`src/rtl/rs_age_scheduler.sv`:
```
// rs_age_scheduler
//   Reservation-station entry manager with an oldest-first issue scheduler
//   for a single functional unit. Dispatch receives the lowest free entry
//   index. An age matrix records the relative order of occupied entries.
//   Each cycle, the oldest woken-up entry is issued, freed and broadcast on
//   clear_lines.
//
// Ports
//   clk, rst      clock, synchronous active-high reset
//   alloc_req     dispatch wants one entry this cycle
//   alloc_ready   at least one entry free (combinational)
//   alloc_index   lowest-numbered free entry, 0 when full (combinational)
//   ready_vec     per-entry operands-ready from wakeup
//   issue_stall   FU cannot accept an issue this cycle
//   flush         squash all entries
//   issue_valid   registered: an entry issued at the last edge
//   issue_index   registered: index of the issued entry (holds otherwise)
//   clear_lines   registered: one-hot of the issued entry, else 0
//   valid_vec     registered entry-occupied bits
//   occupancy     registered popcount of valid_vec

module rs_age_scheduler #(
    parameter int RS_ENTRIES = 8,
    localparam int IDX_W = $clog2(RS_ENTRIES)
) (
    input  logic                  clk,
    input  logic                  rst,
    input  logic                  alloc_req,
    output logic                  alloc_ready,
    output logic [IDX_W-1:0]      alloc_index,
    input  logic [RS_ENTRIES-1:0] ready_vec,
    input  logic                  issue_stall,
    input  logic                  flush,
    output logic                  issue_valid,
    output logic [IDX_W-1:0]      issue_index,
    output logic [RS_ENTRIES-1:0] clear_lines,
    output logic [RS_ENTRIES-1:0] valid_vec,
    output logic [IDX_W:0]        occupancy
);

    // older[i][j] = 1: entry i is older than entry j
    logic [RS_ENTRIES-1:0][RS_ENTRIES-1:0] older;

    logic [RS_ENTRIES-1:0] cand;
    logic [RS_ENTRIES-1:0] grant_vec;
    logic [IDX_W-1:0]      grant_idx;
    logic                  alloc_fire;
    logic                  issue_fire;

    assign alloc_ready = ~(&valid_vec);
    assign alloc_fire  = alloc_req & alloc_ready & ~flush;
    assign cand        = valid_vec & ready_vec;
    assign issue_fire  = (|cand) & ~issue_stall & ~flush;

    // Lowest free entry. Scanning downward leaves the lowest hit as the last
    // assignment.
    always_comb begin
        alloc_index = '0;
        for (int i = RS_ENTRIES - 1; i >= 0; i--) begin
            if (!valid_vec[i]) alloc_index = IDX_W'(i);
        end
    end

    // An entry is granted when no other candidate is older than it. Because
    // the matrix is a total order over valid entries, at most one bit is set.
    always_comb begin
        grant_vec = '0;
        for (int g = 0; g < RS_ENTRIES; g++) begin
            logic blocked;
            blocked = 1'b0;
            for (int j = 0; j < RS_ENTRIES; j++) begin
                if (cand[j] && older[j][g]) blocked = 1'b1;
            end
            grant_vec[g] = cand[g] & ~blocked;
        end
    end

    always_comb begin
        grant_idx = '0;
        for (int i = 0; i < RS_ENTRIES; i++) begin
            if (grant_vec[i]) grant_idx = IDX_W'(i);
        end
    end

    always_ff @(posedge clk) begin
        if (rst) begin
            valid_vec   <= '0;
            older       <= '0;
            issue_valid <= 1'b0;
            issue_index <= '0;
            clear_lines <= '0;
            occupancy   <= '0;
        end else if (flush) begin
            // The age matrix is left stale. Allocation rewrites an entry's row
            // and column before that entry becomes valid again.
            valid_vec   <= '0;
            issue_valid <= 1'b0;
            clear_lines <= '0;
            occupancy   <= '0;
        end else begin
            logic [RS_ENTRIES-1:0] valid_nxt;
            valid_nxt = valid_vec;
            if (issue_fire) valid_nxt[grant_idx] = 1'b0;
            if (alloc_fire) valid_nxt[alloc_index] = 1'b1;
            valid_vec <= valid_nxt;

            // The new entry is younger than every entry that was valid
            // before this edge.
            if (alloc_fire) begin
                for (int j = 0; j < RS_ENTRIES; j++) begin
                    older[alloc_index][j] <= 1'b0;
                    older[j][alloc_index] <= valid_vec[j];
                end
            end

            if (issue_fire) begin
                issue_valid <= 1'b1;
                issue_index <= grant_idx;
                clear_lines <= grant_vec;
            end else begin
                issue_valid <= 1'b0;
                clear_lines <= '0;
            end

            case ({alloc_fire, issue_fire})
                2'b10:   occupancy <= occupancy + 1'b1;
                2'b01:   occupancy <= occupancy - 1'b1;
                default: occupancy <= occupancy;
            endcase
        end
    end

endmodule

```
`config.mk`:
```
export PLATFORM = sky130hd
export DESIGN_NAME = rs_age_scheduler
export DESIGN_NICKNAME = d
export VERILOG_FILES = /design/src/rtl/rs_age_scheduler.sv
export SDC_FILE = /design/constraint.sdc
export NUM_CORES = 1
export LEC_CHECK = 0
export ABC_AREA = 1
export ABC_CLOCK_PERIOD_IN_PS = 2720
export CAP_MARGIN = 15
export CORE_MARGIN = 3
export CORE_UTILIZATION = 51
export CTS_BUF_LIST = sky130_fd_sc_hd__clkbuf_16
export DETAILED_ROUTE_END_ITERATION = 10
export GPL_TIMING_DRIVEN = 1
export PLACE_DENSITY = 0.78
export SETUP_SLACK_MARGIN = 0.1
export SYNTH_ARGS = -nofsm -noshare
export SYNTH_HDL_FRONTEND = slang
export SYNTH_SLANG_ARGS = --single-unit
```
`constraint.sdc`:
```
create_clock -name clk -period 2.72 [get_ports clk]
set_input_delay 0.544 -clock clk [delete_from_list [all_inputs] [get_ports clk]]
set_output_delay 0.544 -clock clk [all_outputs]
set_load 0.01 [all_outputs]
```
; Word-level counts from Yosys, hierarchy flattened
; Cells that the tools add are included.
[op_classes]
bitwise = 44
n_reduce_logical = 73
n_lt_le_gt_ge = 4
addsub = 2
n_div = 0
multipliers = 0
n_mux = 113
eq_ne = 2
n_shift = 0
[op_table]
columns = operator, n
row1 = $and A64 B64 Y64, 8
row2 = $not A64 Y64, 8
row3 = $demux W8 S3, 8
row4 = $mux W1, 69
row5 = $logic_and A1 B1 Y1, 66
row6 = $bwmux W8, 8
row7 = $mux W3, 15
row8 = $mux W8, 5
row9 = $and A8 B8 Y8, 2
row10 = $and A1 B1 Y1, 12
row11 = $not A1 Y1, 12
row12 = $lt A3 B4 Y1 const B, 2
row13 = $not A8 Y8, 1
row14 = $or A8 B8 Y8, 1
row15 = $pmux W4 S2, 1
row16 = $reduce_and A8 Y1, 1
row17 = $reduce_or A8 Y1, 1
row18 = $mux W7, 1
row19 = $demux W1 S3, 2
row20 = $ge A3 B1 Y1 const B, 2
row21 = $mux W6, 1
row22 = $mux W5, 1
row23 = $add A4 B1 Y4 const B, 1
row24 = $mux W4, 1
row25 = other kinds (8), 9
[totals]
mem_count = 0
out_inout_bits = 28
ramBits = 0
elab_cells = 251
inputBits = 13
latch_bits = 0
rom_bits = 0
ff_bits = 88

; Logic depth before layout (Yosys ltp)
; Gate-level depths: netlist of the first run.
[depth]
depth_word = 30
depth_mapped = 16
mapped_depth_nobuf = 15

; Least setup slack after synthesis of the first run
; No wires, ideal clock.
[synth_path]
path_type = input-to-reg
from = input port ready_vec[7]
to = register occupancy[3]
arrival_time_ns = 2.537
t_required_ns = 2.650
n_path_buf = 1
path_slack_ns = 0.112
path_stages = 15
cell_sequence = nand2_1 inv_1 nor4_1 nand2_1 nand2_1 nor2_1 buf_4 ha_1 ha_1 nand2_1 nor2_1 a211oi_1 xor2_1 nand2_1 a21oi_1
[synth_via]
elab_chain_len = 6
word_cells_on_any_way = 8
cone_classes = 2 x eq/ne / 1 x mux / 3 x bitwise / 2 x reduce/logical
[synth_lines]
columns = item, line
row1 = "start, declared", 31  ; input logic [RS_ENTRIES-1:0] ready_vec,
row2 = $and A8 B8 Y8 (*), 52  ; assign cand = valid_vec & ready_vec;
row3 = $reduce_or A8 Y1 (*), 53  ; assign issue_fire = (|cand) & ~issue_stall & ~flush;
row4 = $and A1 B1 Y1 (*) (2 in series), 53
row5 = named net issue_fire, 48  ; logic issue_fire;
row6 = $eq A2 B1 Y1 / $eq A2 B2 Y1 (equally long branches), 125  ; case ({alloc_fire, issue_fire})
row7 = $pmux W4 S2 / $reduce_bool A2 Y1 (equally long branches), n/a
row8 = "end signal, assigned", 126  ; 2'b10: occupancy <= occupancy + 1'b1;
row9 = "end signal, assigned", 127  ; 2'b01: occupancy <= occupancy - 1'b1;
row10 = "end signal, assigned", 128  ; default: occupancy <= occupancy;
row11 = "end, declared", 38  ; output logic [IDX_W:0] occupancy
; Mark *: on every way through the listed nets, which the timed path passes. The rest lies on a longest branch.
; A chain may end at the register's enable or synchronous reset.

; Worst setup path in the final report of the first run
[layout_path]
from = input port ready_vec[7]
to = register occupancy[3]
[layout_via]
elab_chain_len = 6
word_cells_on_any_way = 8
cone_classes = 2 x eq/ne / 1 x mux / 3 x bitwise / 2 x reduce/logical
[layout_lines]
columns = item, line
row1 = $and A8 B8 Y8 (*), 52
row2 = $reduce_or A8 Y1 (*), 53
row3 = $and A1 B1 Y1 (*) (2 in series), 53
row4 = $eq A2 B1 Y1 / $eq A2 B2 Y1 (equally long branches), 125
row5 = $pmux W4 S2 / $reduce_bool A2 Y1 (equally long branches), n/a
; Every way passes the cells marked *; elsewhere a longest branch is shown, timed or not.

==> results.ini, run 1 <==
[outcome]
status=finished, final reports clean

[sta]
max_freq_mhz=394
slew-limit-headroom_pct=66.6
rsz0062_at_grt=no
fin_ws_ps=181
finClkSkew_ps=6.75
tightest_slew_ps=501
tns_ps=0
final.min_clock_period_ps=2540
hold_viol=0
post-route-period-util_pct=93.3
report.final.slew_viol_count=0
setup_violations=0
holdWs_ps=444

[power_and_ir_drop]
vdd_drop_max_mv=0.338
pwr_density_cell_nw_per_um2=551
p_leak_nw=2.06

[setup_path]
end_kind=register
path_class=primary input to register
start_kind=primary input
critPathArrivalTime_ps=2810
worstPathRequired_ps=2990
path_max_fanout=3

[synth]
synthMuxAreaShare_pct=0
synthTopCellsByCount=98 x nand2_1, 88 x dfxtp_1, 77 x nor2_1
postSynth.asyncResetShare_pct=0
post-synth-top-area-cell=dfxtp_1
synth-simple-area-share_pct=27.1
avgSynthCellArea_um2=7.50
synth_xor_area_share_pct=0.675
synth_top_area_share_pct=45.3
synth_cell_type_count=35
seq_area_frac_synth_pct=45.3
synthesis.area_um2=3890
netlist_instances=519
synth_top_family_by_area=simple AND/OR/NAND/NOR gates
syn_nets=536
ys_ff_latch=88
yosysMostFrequentCell=nand2_1
yosys.area_share.adder_pct=1.48
synth-compound-area-share_pct=15.9
synth_edf_count=0
synth.area.top_cells=dfxtp_1 45%, nand2_1 9.5%, nor2_1 7.4%
yosys_warnings=0
synthFlopType=dfxtp_1

[routing]
drtAntennaViolNets=0
first_pass_iters=5
wl_per_cell_um=17.6
drt-total-wl_um=12300
wl_met3_um=1150
highest_layer=met4
drt_iter0_markers=440
avgViaCountPerCell=5.58
met1Wirelength_um=5160
drcViolationCount=0
wl_met2_um=5750
via_count=3907

[min_path]
hp-class=register to register

[clock_tree]
worst_skew_pair.late_latency_ps=340
clock_sinks=88
path_clk_slew_ps=70
clock_path_buffers=2
clockRootBuffer=clkbuf_16
cts_made_buffers=9
htreeDepth=3
cts_tree=done

[cells_and_area]
area_delta_synth_final_pct=28.6
fillCellCount=622
layout-drive-gt1-share_pct=18.3
antenna_cells=0
fin_nets=613

[run]
drv_cap=0

[placed_design]
gp_congestion=0.969
pre_cts_slack_ps=-289
io_buffers=40
dp_hpwl_um=9080

[floorplan]
core_um2=7330
rows=31
die_width_um=93.3
die_area_um2=8710
chipHeight_um=93.3
ios=41
initial_core_util_pct=53.1

[grt]
grt_max_degree=20
grt_pass1_vias=3680
antenna_found_initial=0
grt_pass1_wl_um=19500
grt_use_total_pct=29.4
gr-total-overflow=0

path summary, 6_finish.rpt:
path | start | endpoint | slack [ps] | cells past startpoint
setup reg to reg | valid_vec[7]$_SDFF_PP0_ | occupancy[3]$_SDFFE_PP0P_ | 460 | 14
hold reg to reg | register | register | 440 | 2
hold / removal | register | register | 440 | 2
setup / recovery | ready_vec[7] | occupancy[3]$_SDFFE_PP0P_ | 180 | 15
cells by family after synthesis:
kind of cell               Yosys count
buffers and inverters               87
AOI/OAI and AO/OA                  104
and+or+nand+nor                    233
adders and majority gates            4
DFF                                 88
xor gates and xnor gates             3
registers in the layout, summed over array words and instances (netlist names), named ones only:
name,flops
older,56
clear_lines,8
valid_vec,8
occupancy,4
issue_index,3
issue_valid,1
critical path, stage by stage:
cell	delay [ps]
clkdlybuf4s50_1	420
nand2_1	90
inv_1	80
nor4_2	260
nand2_1	130
nand2_2	100
nor2_2	50
ha_4	170
ha_1	270
nand2_1	60
nor2_1	40
a211oi_2	210
xor2_1	170
nand2_1	70
a21oi_1	130
final cells by class:
type / count / area, µm² / share of cell area [%]
Clock buffer: 9 / 225 / 4.50
Sequential cell: 88 / 1760 / 35.2
Inverter: 73 / 279 / 5.58
Multi-Input combinational cell: 344 / 1810 / 36.2
Tap cell: 99 / 124 / 2.48
Timing Repair Buffer: 80 / 704 / 14.1
Clock inverter: 7 / 95.1 / 1.90
cells in the final DEF, fill, tap and decap left out, types with 2 or more instances in the layout:
| master | n |
|---|---|
| a211oi_1 | 13 |
| a211oi_2 | 5 |
| a21oi_1 | 42 |
| a31oi_1 | 2 |
| buf_4 | 40 |
| bufinv_16 | 2 |
| clkbuf_16 | 9 |
| clkdlybuf4s50_1 | 37 |
| clkinv_2 | 2 |
| dfxtp_1 | 87 |
| dlymetal6s2s_1 | 2 |
| ha_4 | 2 |
| inv_1 | 63 |
| inv_2 | 9 |
| inv_6 | 2 |
| nand2_1 | 93 |
| nand2_2 | 19 |
| nand2_4 | 3 |
| nand3_1 | 19 |
| nand4_1 | 4 |
| nor2_1 | 76 |
| nor2_2 | 2 |
| nor2_4 | 5 |
| nor3_1 | 7 |
| nor4_2 | 2 |
| o21ai_0 | 34 |
| o21ai_1 | 2 |
| o21ai_2 | 2 |
| o22ai_1 | 2 |
| xnor2_1 | 2 |
power by group:
group / leakage (nW) / total [mW] / switching [mW] / internal (mW)
combinational: 1.19 / 0.129 / 0.0769 / 0.0518
clock: 0.156 / 1.33 / 0.521 / 0.806
sequential: 0.710 / 1.30 / 0.00589 / 1.30
total: 2.06 / 2.76 / 0.603 / 2.16
layer usage:
metal  GRT usage, %  vias up
met5              0        -
met4           9.77        0
met3           6.03       24
met2           46.5      212
met1           39.9     1851
li1               -     1820
repair_timing:
item,4_1_cts,5_1_grt
pin swaps,0,8
setup buffers,0,2
resized for setup,4,12
hold buffers,0,0
setup endpoints to repair,2,4
per-stage QoR:
| step | cells | instance area (µm²) | util, % | power, mW |
|---|---|---|---|---|
| 2_1_floorplan | 519 | 3890 | - | 1.39 |
| 3_3_place_gp | 682 | 4610 | 62.8 | 1.45 |
| 3_5_place_dp | 682 | 4610 | 62.8 | 1.45 |
| 4_1_cts | 698 | 4950 | 67.5 | 2.76 |
| 5_1_grt | 700 | 5000 | 68.3 | 2.84 |
| 6_report | 700 | 5000 | 68.3 | 2.76 |
Power figures use the tool's default switching activity.
==> run 2: changes to the inputs <==
--- a/config.mk
+++ b/config.mk
@@ -6,14 +6,15 @@
 export NUM_CORES = 1
 export LEC_CHECK = 0
 export ABC_AREA = 1
-export ABC_CLOCK_PERIOD_IN_PS = 2720
+export ABC_CLOCK_PERIOD_IN_PS = 2900
 export CAP_MARGIN = 15
 export CORE_MARGIN = 3
-export CORE_UTILIZATION = 51
+export CORE_UTILIZATION = 53
 export CTS_BUF_LIST = sky130_fd_sc_hd__clkbuf_16
 export DETAILED_ROUTE_END_ITERATION = 10
+export GPL_ROUTABILITY_DRIVEN = 0
 export GPL_TIMING_DRIVEN = 1
-export PLACE_DENSITY = 0.78
+export PLACE_DENSITY = 0.77
 export SETUP_SLACK_MARGIN = 0.1
 export SYNTH_ARGS = -nofsm -noshare
 export SYNTH_HDL_FRONTEND = slang
==> constraint.sdc (replaced) <==
create_clock -name clk -period 2.9 [get_ports clk]
set_input_delay 0.58 -clock clk [delete_from_list [all_inputs] [get_ports clk]]
set_output_delay 0.58 -clock clk [all_outputs]
set_load 0.01 [all_outputs]
==> results.ini, run 2 (synthesized netlist as in run 1, its figures left out) <==
[outcome]
status=finished, final reports clean

[floorplan]
ios=41
core_um2=6940
initial_core_util_pct=56.0
die_width_um=91.7
chipHeight_um=91.7
rows=30
die_area_um2=8400

[grt]
grt_use_total_pct=29.3
antenna_found_initial=0
grt_max_degree=20
grt_pass1_wl_um=18900
grt_pass1_vias=3660
gr-total-overflow=0

[routing]
drcViolationCount=0
wl_per_cell_um=17.4
drtAntennaViolNets=0
drt_iter0_markers=467
first_pass_iters=5
via_count=3884
avgViaCountPerCell=5.64
drt-total-wl_um=12000

[placed_design]
dpl-instance-area_um2=4560
dp_hpwl_um=8660
io_buffers=40

[setup_path]
worstPathRequired_ps=2320
start_kind=register
end_kind=primary output
critPathArrivalTime_ps=2060
rrSetupSlack_ps=620
path_max_fanout=7
path_class=register to primary output

[cells_and_area]
design_area_um2=4900
layout_commonest_cell=nand2_1
final_cell_mix=98 x nand2_1, 87 x dfxtp_1, 77 x nor2_1, 64 x inv_1, 42 x a21oi_1
fin_nets=605
area_delta_synth_final_pct=25.9
antenna_cells=0
largest_reg_flops=56
final_util_pct=70.5
layout-drive-gt1-share_pct=15.5
top_register=older
reg.largest.list=older: 56 flops, clear_lines: 8 flops, valid_vec: 8 flops

[sta]
finClkSkew_ps=6.51
setup_violations=0
hold_viol=0
rsz0062_at_grt=no
post-route-period-util_pct=90.9
tns_ps=0
tightest_slew_ps=487
final.min_clock_period_ps=2640
slew-limit-headroom_pct=67.4
report.final.slew_viol_count=0
max_freq_mhz=379

[clock_tree]
cts_tree=done
clock_path_buffers=2
worst_skew_pair.late_latency_ps=340
cts_hold_buf=0
path_clk_slew_ps=60
clock_sinks=88
clockRootBuffer=clkbuf_16
htreeDepth=3
cts_made_buffers=9

[power_and_ir_drop]
vdd_drop_max_mv=0.389
p_leak_nw=1.99
pwr_density_cell_nw_per_um2=522

[min_path]
hp-class=register to register

[run]
drv_cap=0

[run 2: cell count changes in the layout (fill, tap and decap cells not counted), moves of 3 or more]
cell	before	now
nand2_2	19	14
clkdlybuf4s50_1	37	40
buf_4	40	32
nand2_1	93	98
[run 2: cell type report]
type | instances | area [µm²]
Fill cell | 550 | 2050
Multi-Input combinational cell | 344 | 1780
Sequential cell | 88 | 1760
Timing Repair Buffer | 72 | 641
Inverter | 73 | 279
Clock buffer | 9 | 225
Tap cell | 96 | 120
Clock inverter | 7 | 87.6
[run 2: stage by stage]
stage | instances | total power [mW] | setup slack (ps) | hold slack (ps)
after detailed placement | 673 | 1.36 | -138 | 439
after CTS | 689 | 2.56 | 209 | 449
after floorplan | 519 | 1.30 | 256 | 417
final | 689 | 2.56 | 265 | 450
after global routing | 689 | 2.61 | 148 | 470
after global placement | 673 | 1.36 | -66.5 | 429
[run 2: final timing paths]
kind,start,end,depth (start not counted)
worst max-delay path,valid_vec[6]$_SDFF_PP0_,alloc_index[0],8
worst min-delay path,older[29]$_SDFFE_PP0P_,older[29]$_SDFFE_PP0P_,2
worst max register to register,valid_vec[1]$_SDFF_PP0_,older[52]$_SDFFE_PP0P_,10
worst min register to register,older[29]$_SDFFE_PP0P_,older[29]$_SDFFE_PP0P_,2
[run 2: layer usage]
metal	vias to the layer above	track usage, %	share of wire (%)
met3	37	6.32	9.4
met4	0	13.8	3.6
met1	1810	38.7	42
met2	229	45.6	45
li1	1808	-	-
met5	-	0	0
[run 2: repair_timing]
action,in CTS,in global routing
hold endpoints to repair,0,0
setup endpoints to repair,0,2
gates resized for setup,0,5
setup buffers,0,0
[run 2: critical path: stages (launching register included)]
cell and delay (ps):
dfxtp_2 390, buf_4 210, a21oi_1 110, o21ai_1 120
nand2_1 60, nand2_1 70, nand2_2 70, inv_2 130
clkdlybuf4s50_1 560
[run 2: where the power goes]
part	internal (mW)	switching [mW]	total [mW]
Combinational	0.0457	0.0687	0.114
Sequential	1.22	0.00553	1.22
Clock	0.747	0.472	1.22
Total	2.01	0.546	2.56
==> run 3: changes to the inputs <==
--- a/config.mk
+++ b/config.mk
@@ -16,6 +16,8 @@
 export GPL_TIMING_DRIVEN = 1
 export PLACE_DENSITY = 0.77
 export SETUP_SLACK_MARGIN = 0.1
+export SLEW_MARGIN = 20
 export SYNTH_ARGS = -nofsm -noshare
 export SYNTH_HDL_FRONTEND = slang
 export SYNTH_SLANG_ARGS = --single-unit
+export TNS_END_PERCENT = 10
==> results.ini, run 3 (synthesized netlist as in run 1, its figures left out) <==
[routing]
avgViaCountPerCell=5.65
via_count=3891
wl_per_cell_um=17.4
drcViolationCount=0
drt-total-wl_um=12000
first_pass_iters=5
drtAntennaViolNets=0
drt_iter0_markers=467

[grt]
grt_pass1_vias=3660
antenna_found_initial=0
grt_max_degree=20
grt_pass1_wl_um=18900
grt_use_total_pct=29.3
gr-total-overflow=0

[sta]
final.min_clock_period_ps=2730
tightest_slew_ps=497
max_freq_mhz=367
post-route-period-util_pct=94.0
hold_viol=0
finClkSkew_ps=6.54
slew-limit-headroom_pct=66.8
rsz0062_at_grt=yes
setup_violations=0
fin_ws_ps=174
report.final.slew_viol_count=0
holdWs_ps=450

[min_path]
hp-class=register to register

[floorplan]
chipHeight_um=91.7
initial_core_util_pct=56.0
die_width_um=91.7
die_area_um2=8400
rows=30
core_um2=6940
ios=41

[cells_and_area]
largest_reg_flops=56
layout-drive-gt1-share_pct=15.3
design_area_um2=4900
top_register=older
reg.largest.list=older: 56 flops, clear_lines: 8 flops, valid_vec: 8 flops
area_delta_synth_final_pct=25.9
final_cell_mix=98 x nand2_1, 88 x dfxtp_1, 77 x nor2_1, 64 x inv_1, 42 x a21oi_1
stdcell_count=689
fin_nets=605
antenna_cells=0
layout_commonest_cell=nand2_1

[clock_tree]
clock_path_buffers=2
cts_tree=done
path_clk_slew_ps=60
htreeDepth=3
worst_skew_pair.late_latency_ps=340
post-cts-setup-buffers=0
clock_sinks=88
cts_hold_buf=0
clockRootBuffer=clkbuf_16
cts_made_buffers=9

[power_and_ir_drop]
p_leak_nw=1.99
pwr_density_cell_nw_per_um2=522
vdd_drop_max_mv=0.389

[run]
drv_cap=0

[setup_path]
worstPathRequired_ps=2320
end_kind=primary output
start_kind=register
crit_start=valid_vec[6]$_SDFF_PP0_
critPathArrivalTime_ps=2150
rrSetupSlack_ps=610
endpoint=alloc_index[0]
worstRegToRegCells=10
path_max_fanout=7
timing.rr.start=valid_vec[1]$_SDFF_PP0_
r2r_end=older[52]$_SDFFE_PP0P_
path_class=register to primary output

[placed_design]
pre_cts_slack_ps=-138
dpl-instance-area_um2=4560
io_buffers=40
placed_cells=673
dp_hpwl_um=8660

[outcome]
status=finished, final reports clean

[run 3: cell counts in the layout (fill, tap and decap cells not counted)]
Identical to the previous run, type by type.
[run 3: worst min path at each step]
stage / from / slack (ps) / end / cells after the start
final: older[29]$_SDFFE_PP0P_ / 450 / older[29]$_SDFFE_PP0P_ / 2
after global routing: register / 470 / register / 2
after CTS: register / 450 / register / 2
after detailed placement: register / 440 / register / 2
after global placement: register / 430 / register / 2
after floorplan: register / 420 / register / 2
[run 3: what timing repair did]
item | 4_1_cts | 5_1_grt
endpoints found under the setup margin | 0 | 2
resized for setup | 0 | 4
endpoints found under the hold margin | 0 | 0
[run 3: cell type report]
cell class / count / area, µm²
inverter: 73 / 279
timing repair buffer: 72 / 641
multi-input combinational: 344 / 1780
sequential: 88 / 1760
clock buffer: 9 / 225
fill: 551 / 2050
clock inverter: 7 / 87.6
tap: 96 / 120
[run 3: through the flow]
step / utilization [%] / TNS, ps / power, mW
after detailed placement: 65.6 / -138 / 1.36
after global routing: 70.5 / 0 / 2.61
final: 70.5 / 0 / 2.56
after floorplan: - / 0 / 1.30
after global placement: 65.6 / -66.5 / 1.36
after CTS: 70.1 / 0 / 2.56
[run 3: metal layers]
metal  vias up  share of wire (%)  track usage (%)  wire length, µm
met1      1803                 42             38.7             5010
met3        39                9.6             6.32             1160
li1       1809                  -                -                -
met4         0                3.6             13.8              436
met2       240                 45             45.6             5400
met5         -                  0                0                0
[run 3: report_power, final]
part / internal (mW) / total (mW) / switching, mW
clock: 0.747 / 1.22 / 0.473
sequential: 1.22 / 1.22 / 0.00553
combinational: 0.0457 / 0.115 / 0.0688
total: 2.01 / 2.56 / 0.548
[run 3: critical path: stages (launching register included)]
cell,delay [ps]
dfxtp_1,460
buf_4,240
a21oi_1,110
o21ai_1,120
nand2_1,60
nand2_1,60
nand2_2,70
inv_2,140
clkdlybuf4s50_1,560
